==> config.mk <==
export PLATFORM = sky130hd
export DESIGN_NAME = decoder_seq
export DESIGN_NICKNAME = d
export VERILOG_FILES = /design/src/rtl/decoder_pkg.sv /design/src/rtl/scan_divider.sv /design/src/rtl/decoder_seq.sv
export SDC_FILE = /design/constraint.sdc
export NUM_CORES = 1
export LEC_CHECK = 0
export CELL_PAD_IN_SITES_DETAIL_PLACEMENT = 2
export CELL_PAD_IN_SITES_GLOBAL_PLACEMENT = 2
export CORE_MARGIN = 2
export CORE_UTILIZATION = 27
export CTS_BUF_LIST = sky130_fd_sc_hd__clkbuf_4 sky130_fd_sc_hd__clkbuf_8
export CTS_CLUSTER_SIZE = 8
export DETAILED_ROUTE_END_ITERATION = 8
export PLACE_DENSITY_LB_ADDON = 0.1
export SLEW_MARGIN = 25
export SYNTH_ARGS = -nofsm -noshare
export SYNTH_HDL_FRONTEND = slang
export SYNTH_SLANG_ARGS = --single-unit
==> constraint.sdc <==
create_clock -name sys_clk -period 1.45 [get_ports sys_clk]
set_input_delay 0.2175 -clock sys_clk [delete_from_list [all_inputs] [get_ports sys_clk]]
set_output_delay 0.2175 -clock sys_clk [all_outputs]
set_load 0.01 [all_outputs]
==> src/rtl/decoder_pkg.sv <==
// Shared types for the sequenced one-hot decoder: FSM state encoding and mode values.
package decoder_pkg;

  typedef enum logic [1:0] {
    IDLE   = 2'd0,
    DIRECT = 2'd1,
    SCAN   = 2'd2
  } state_t;

  localparam logic MODE_DIRECT = 1'b0;
  localparam logic MODE_SCAN   = 1'b1;

endpackage

==> src/rtl/scan_divider.sv <==
// Step-pulse generator: one pulse every DIV_MAX cycles while not cleared.
module scan_divider #(
  parameter int unsigned DIV_MAX = 4
) (
  input  logic clk,
  input  logic rst,
  input  logic clr,
  output logic step_c
);

  localparam int unsigned CNT_W = (DIV_MAX > 1) ? $clog2(DIV_MAX) : 1;
  localparam logic [CNT_W-1:0] LAST = CNT_W'(DIV_MAX - 1);

  logic [CNT_W-1:0] div_cnt;

  // The step fires on the last count of each period; a clear suppresses it.
  assign step_c = !clr && (div_cnt == LAST);

  // Period counter, held at zero while cleared so every run starts a full period.
  always_ff @(posedge clk) begin
    if (rst || clr) begin
      div_cnt <= '0;
    end else if (div_cnt == LAST) begin
      div_cnt <= '0;
    end else begin
      div_cnt <= div_cnt + CNT_W'(1);
    end
  end

endmodule

==> src/rtl/decoder_seq.sv <==
// Registered binary-to-one-hot decoder with handshaked DIRECT mode and auto-stepping SCAN mode.
// Optional build macro DECODER_SEQ_BOUNCE_EN: SCAN ping-pongs between the ends instead of wrapping.
module decoder_seq
  import decoder_pkg::*;
#(
  parameter  int unsigned SEL_W   = 3,
  parameter  int unsigned DIV_MAX = 4,
  localparam int unsigned OUT_W   = 1 << SEL_W
) (
  input  logic             sys_clk,
  input  logic             sys_rst,
  input  logic             en,
  input  logic             mode,
  input  logic             sel_valid,
  input  logic [SEL_W-1:0] sel,
  output logic             sel_ready,
  output logic [OUT_W-1:0] out,
  output logic [SEL_W-1:0] idx,
  output logic             wrap
);

  localparam logic [SEL_W-1:0] IDX_LAST = SEL_W'(OUT_W - 1);

  state_t           state;
  logic             scan_run;
  logic             step;
  logic [SEL_W-1:0] scan_idx;
  logic             scan_wrap;
`ifdef DECODER_SEQ_BOUNCE_EN
  logic             dir;
  logic             scan_dir;
`endif

  // Only DIRECT accepts a select; independent of sel_valid.
  assign sel_ready = (state == DIRECT);
  assign scan_run  = (state == SCAN) && en;

  scan_divider #(
    .DIV_MAX (DIV_MAX)
  ) u_scan_divider (
    .clk    (sys_clk),
    .rst    (sys_rst),
    .clr    (!scan_run),
    .step_c (step)
  );

  // Next scan position and end-of-sweep flag for the coming step.
`ifdef DECODER_SEQ_BOUNCE_EN
  always_comb begin
    scan_idx = idx;
    scan_dir = dir;
    if (!dir) begin
      if (idx == IDX_LAST) begin
        scan_dir = 1'b1;
        scan_idx = SEL_W'(OUT_W - 2);
      end else begin
        scan_idx = idx + SEL_W'(1);
      end
    end else begin
      if (idx == '0) begin
        scan_dir = 1'b0;
        scan_idx = SEL_W'(1);
      end else begin
        scan_idx = idx - SEL_W'(1);
      end
    end
    scan_wrap = (scan_idx == '0) || (scan_idx == IDX_LAST);
  end
`else
  always_comb begin
    scan_idx  = idx + SEL_W'(1);
    scan_wrap = (scan_idx == '0);
  end
`endif

  // Mode FSM with registered index, one-hot output and wrap pulse.
  always_ff @(posedge sys_clk) begin
    if (sys_rst) begin
      state <= IDLE;
      idx   <= '0;
      out   <= OUT_W'(1);
      wrap  <= 1'b0;
`ifdef DECODER_SEQ_BOUNCE_EN
      dir   <= 1'b0;
`endif
    end else begin
      wrap <= 1'b0;
      if (!en) begin
        state <= IDLE;
      end else begin
        state <= (mode == MODE_SCAN) ? SCAN : DIRECT;
        case (state)
          DIRECT: begin
            if (sel_valid) begin
              idx <= sel;
              out <= OUT_W'(1) << sel;
            end
          end
          SCAN: begin
            if (step) begin
              idx  <= scan_idx;
              out  <= OUT_W'(1) << scan_idx;
              wrap <= scan_wrap && (mode == MODE_SCAN);
`ifdef DECODER_SEQ_BOUNCE_EN
              dir  <= scan_dir;
`endif
            end
          end
          default: ;
        endcase
      end
    end
  end

endmodule

==> results.md <==
- Largest net degree at the start of global routing: 12
- Average size of a mapped cell: 9.27 sq um
- YS warnings: 0
- Endpoint type of the worst setup path: output pin
- Top-area cell type share of the netlist area: 37.2%
- CP top delay family: buffers and inverters
- Crit-path cells: clkdlybuf4s50_1
- Startpoint Class: flip-flop
- Vias: 904
- Post-synth top cells: dfxtp_1 (16), inv_1 (5), nand2b_1 (5), nor2_1 (5)
- DRT iter0 DRCs: 29
- Worst path bufs/invs: 1
- DPL Wire Length: 2.23 mm
- Worst VDD drop: 341 uV
- Hold Buf Count CTS: 0
- Row cnt: 20
- Clock period minus worst slack: 1.41 ns
- Area delta synth->final: 60.2%
- Worst Path Max Fanout: 2
- Fin crit share: 97.1%
- Die area: 3660 sq um
- Number of port buffers: 20
- DR WL/cell: 16.5 microns
- Final net count: 144
- Synth area leaders: dfxtp_1 (37%), ha_1 (4.4%), a311oi_1 (4.1%), nand2b_1 (3.6%), and4b_1 (3.5%)
- Clock root cell: clkbuf_4
- Post-Synthesis Cells: 93
- Initial antenna violation count: 0
- # Post-CTS Setup Buffers: 0
- Total global-route track usage: 17.6%
- Post-synth net total: 104
- CTS tree: built
- Worst Setup Path Type: flip-flop to output pin
- Hold Crit Class: flip-flop to flip-flop
- CTS HTree Levels: 1
- Non-Filler Instances: 176
- Die Wd: 60.5 microns
- R2r setup slk: 0.06 ns
- Leading cell type by number of instances after synthesis: dfxtp_1
- Clock tree sinks: 16
- Max-Cap Viols: 0
- Setup TNS: 0 ns
- Final Hold Fails: 0
- Drt total wl: 2.91 mm
- Placed insts: 172
- Synthesized area: 862 sq um
- Fillers: 354
- Starting Density: 28.2%
- Static leakage: 0.619 nW
- Die Y: 60.5 microns
- Total iterations of the first detailed-routing run: 4
- Placed cell area: 1240 sq um
- Detail Route Antenna Nets: 0
- Layout cells sized above 1: 34.8%
- GRT Residual Overflow: 0
- Clock Skew: 0.00366 ns
- Pwr Density: 658 nW/um^2
- Vias in the first global route: 970
- EDFF count, synth: 0
- First-pass GRT wire length: 4.71 mm
- Max Slew Vio Count: 0
- Sequential area share after synthesis: 37.2%
- CTS buffer count: 3
- Least-Margin Pin Slew: 0.313 ns
- Ys async rst share: 0%
- Worst relative slew slack: 79.1%
- Worst-skew pair later-pin latency: 0.31 ns
- Post-route DRC: 0
- Flops & latches, synth: 16
- Vias per cell: 5.14
- Placeable Area: 3050 sq um
- Final instance area: 1380 sq um
- Gpl congestion: 0.729
- Outcome: finished clean
- Max stage delay on crit path: 0.54 ns
- Cell variety after synth: 36
- Critical Path RT: 1.23 ns
- Clock slew at the register clock pins of the worst setup and hold paths: 0.10 ns
- Final setup violation count: 0
- Worst Path Arrival: 1.19 ns
- IO Pins: 21
- Synth area leader: dfxtp_1
- Diode count: 0
- Primary FF master, synth: dfxtp_1
- Max Fclk: 710 MHz
- CP max-delay cell: clkdlybuf4s50_1
- CTS Buffer Depth: 2
path summary, 6_finish.rpt:
| kind | start | end | cells past startpoint |
|---|---|---|---|
| hold / removal | u_scan_divider.div_cnt[0] | u_scan_divider.div_cnt[0] | 1 |
| setup reg to reg | idx[0] | out[4] | 4 |
| setup / recovery | out[4] | out[4] | 1 |
| hold reg to reg | u_scan_divider.div_cnt[0] | u_scan_divider.div_cnt[0] | 1 |
sequential cells by signal, summed over array words and instances, names as in the netlist:
| register | count |
|---|---|
| wrap | 1 |
| out | 8 |
| idx | 3 |
| state | 2 |
| u_scan_divider.div_cnt | 2 |
power breakdown:
group / internal, mW / switching [mW]
combinational: 0.0685 / 0.0655
sequential: 0.445 / 0.00816
clock: 0.154 / 0.167
total: 0.668 / 0.241
cells in the final DEF (no fill, tap or decap), types with 2 or more instances in the layout:
cell | synthesis | final
a311oi_1 | 4 | 2
nand2b_1 | 5 | 5
ha_4 | 0 | 3
inv_1 | 5 | 5
dlygate4sd2_1 | 0 | 4
clkdlybuf4s50_1 | 0 | 10
o32ai_1 | 3 | 2
a31oi_1 | 3 | 3
nor3_1 | 4 | 4
nand3_1 | 2 | 2
nand4b_1 | 3 | 3
a21oi_1 | 2 | 2
nor4_1 | 2 | 2
nor2_1 | 5 | 5
nor2b_1 | 4 | 3
dfxtp_1 | 16 | 10
buf_4 | 1 | 20
a311oi_2 | 0 | 2
and4b_2 | 0 | 2
nand2_1 | 3 | 3
dlymetal6s2s_1 | 0 | 6
clkbuf_4 | 0 | 3
dfxtp_2 | 0 | 5
mux2i_1 | 2 | 2
nand4_1 | 4 | 4
timing repair:
action                     in CTS  in global routing
pin swaps                       0                  1
gates resized for setup        16                 15
setup endpoints to repair      13                 18
cell families after synthesis:
| kind of cell | share of synthesized area [%] |
|---|---|
| xor gates and xnor gates | 2.03 |
| DFF | 37.2 |
| buffers and inverters | 5.22 |
| AOI/OAI and AO/OA | 19.5 |
| adders and majority gates | 4.35 |
| muxes | 2.32 |
| and+or+nand+nor | 29.5 |
layer usage:
layer,up-vias,routed length (microns),GRT usage [%]
met5,-,0,0
met4,0,36,5.28
met3,2,80,2.56
met2,18,1430,30.3
met1,447,1360,22.9
li1,437,-,-
metrics by stage:
stage	util [%]	hold slack, ns	setup slack, ns	total power [mW]
2_1_floorplan	-	0.290	0.000776	0.515
3_3_place_gp	40.7	0.408	-0.175	0.589
3_5_place_dp	40.7	0.424	-0.270	0.594
4_1_cts	43.0	0.443	0.0105	0.915
5_1_grt	45.2	0.460	-0.00883	0.945
6_report	45.2	0.446	0.0420	0.909
cell type report:
cell class / count / area [sq um] / share of cell area [%]
multi-input combinational: 67 / 581 / 42.0
timing repair buffer: 40 / 360 / 26.1
sequential: 16 / 330 / 23.9
tap: 44 / 55.1 / 3.99
clock buffer: 4 / 36.3 / 2.63
inverter: 5 / 18.8 / 1.36
Note: power is estimated with default switching activity, not from simulation.
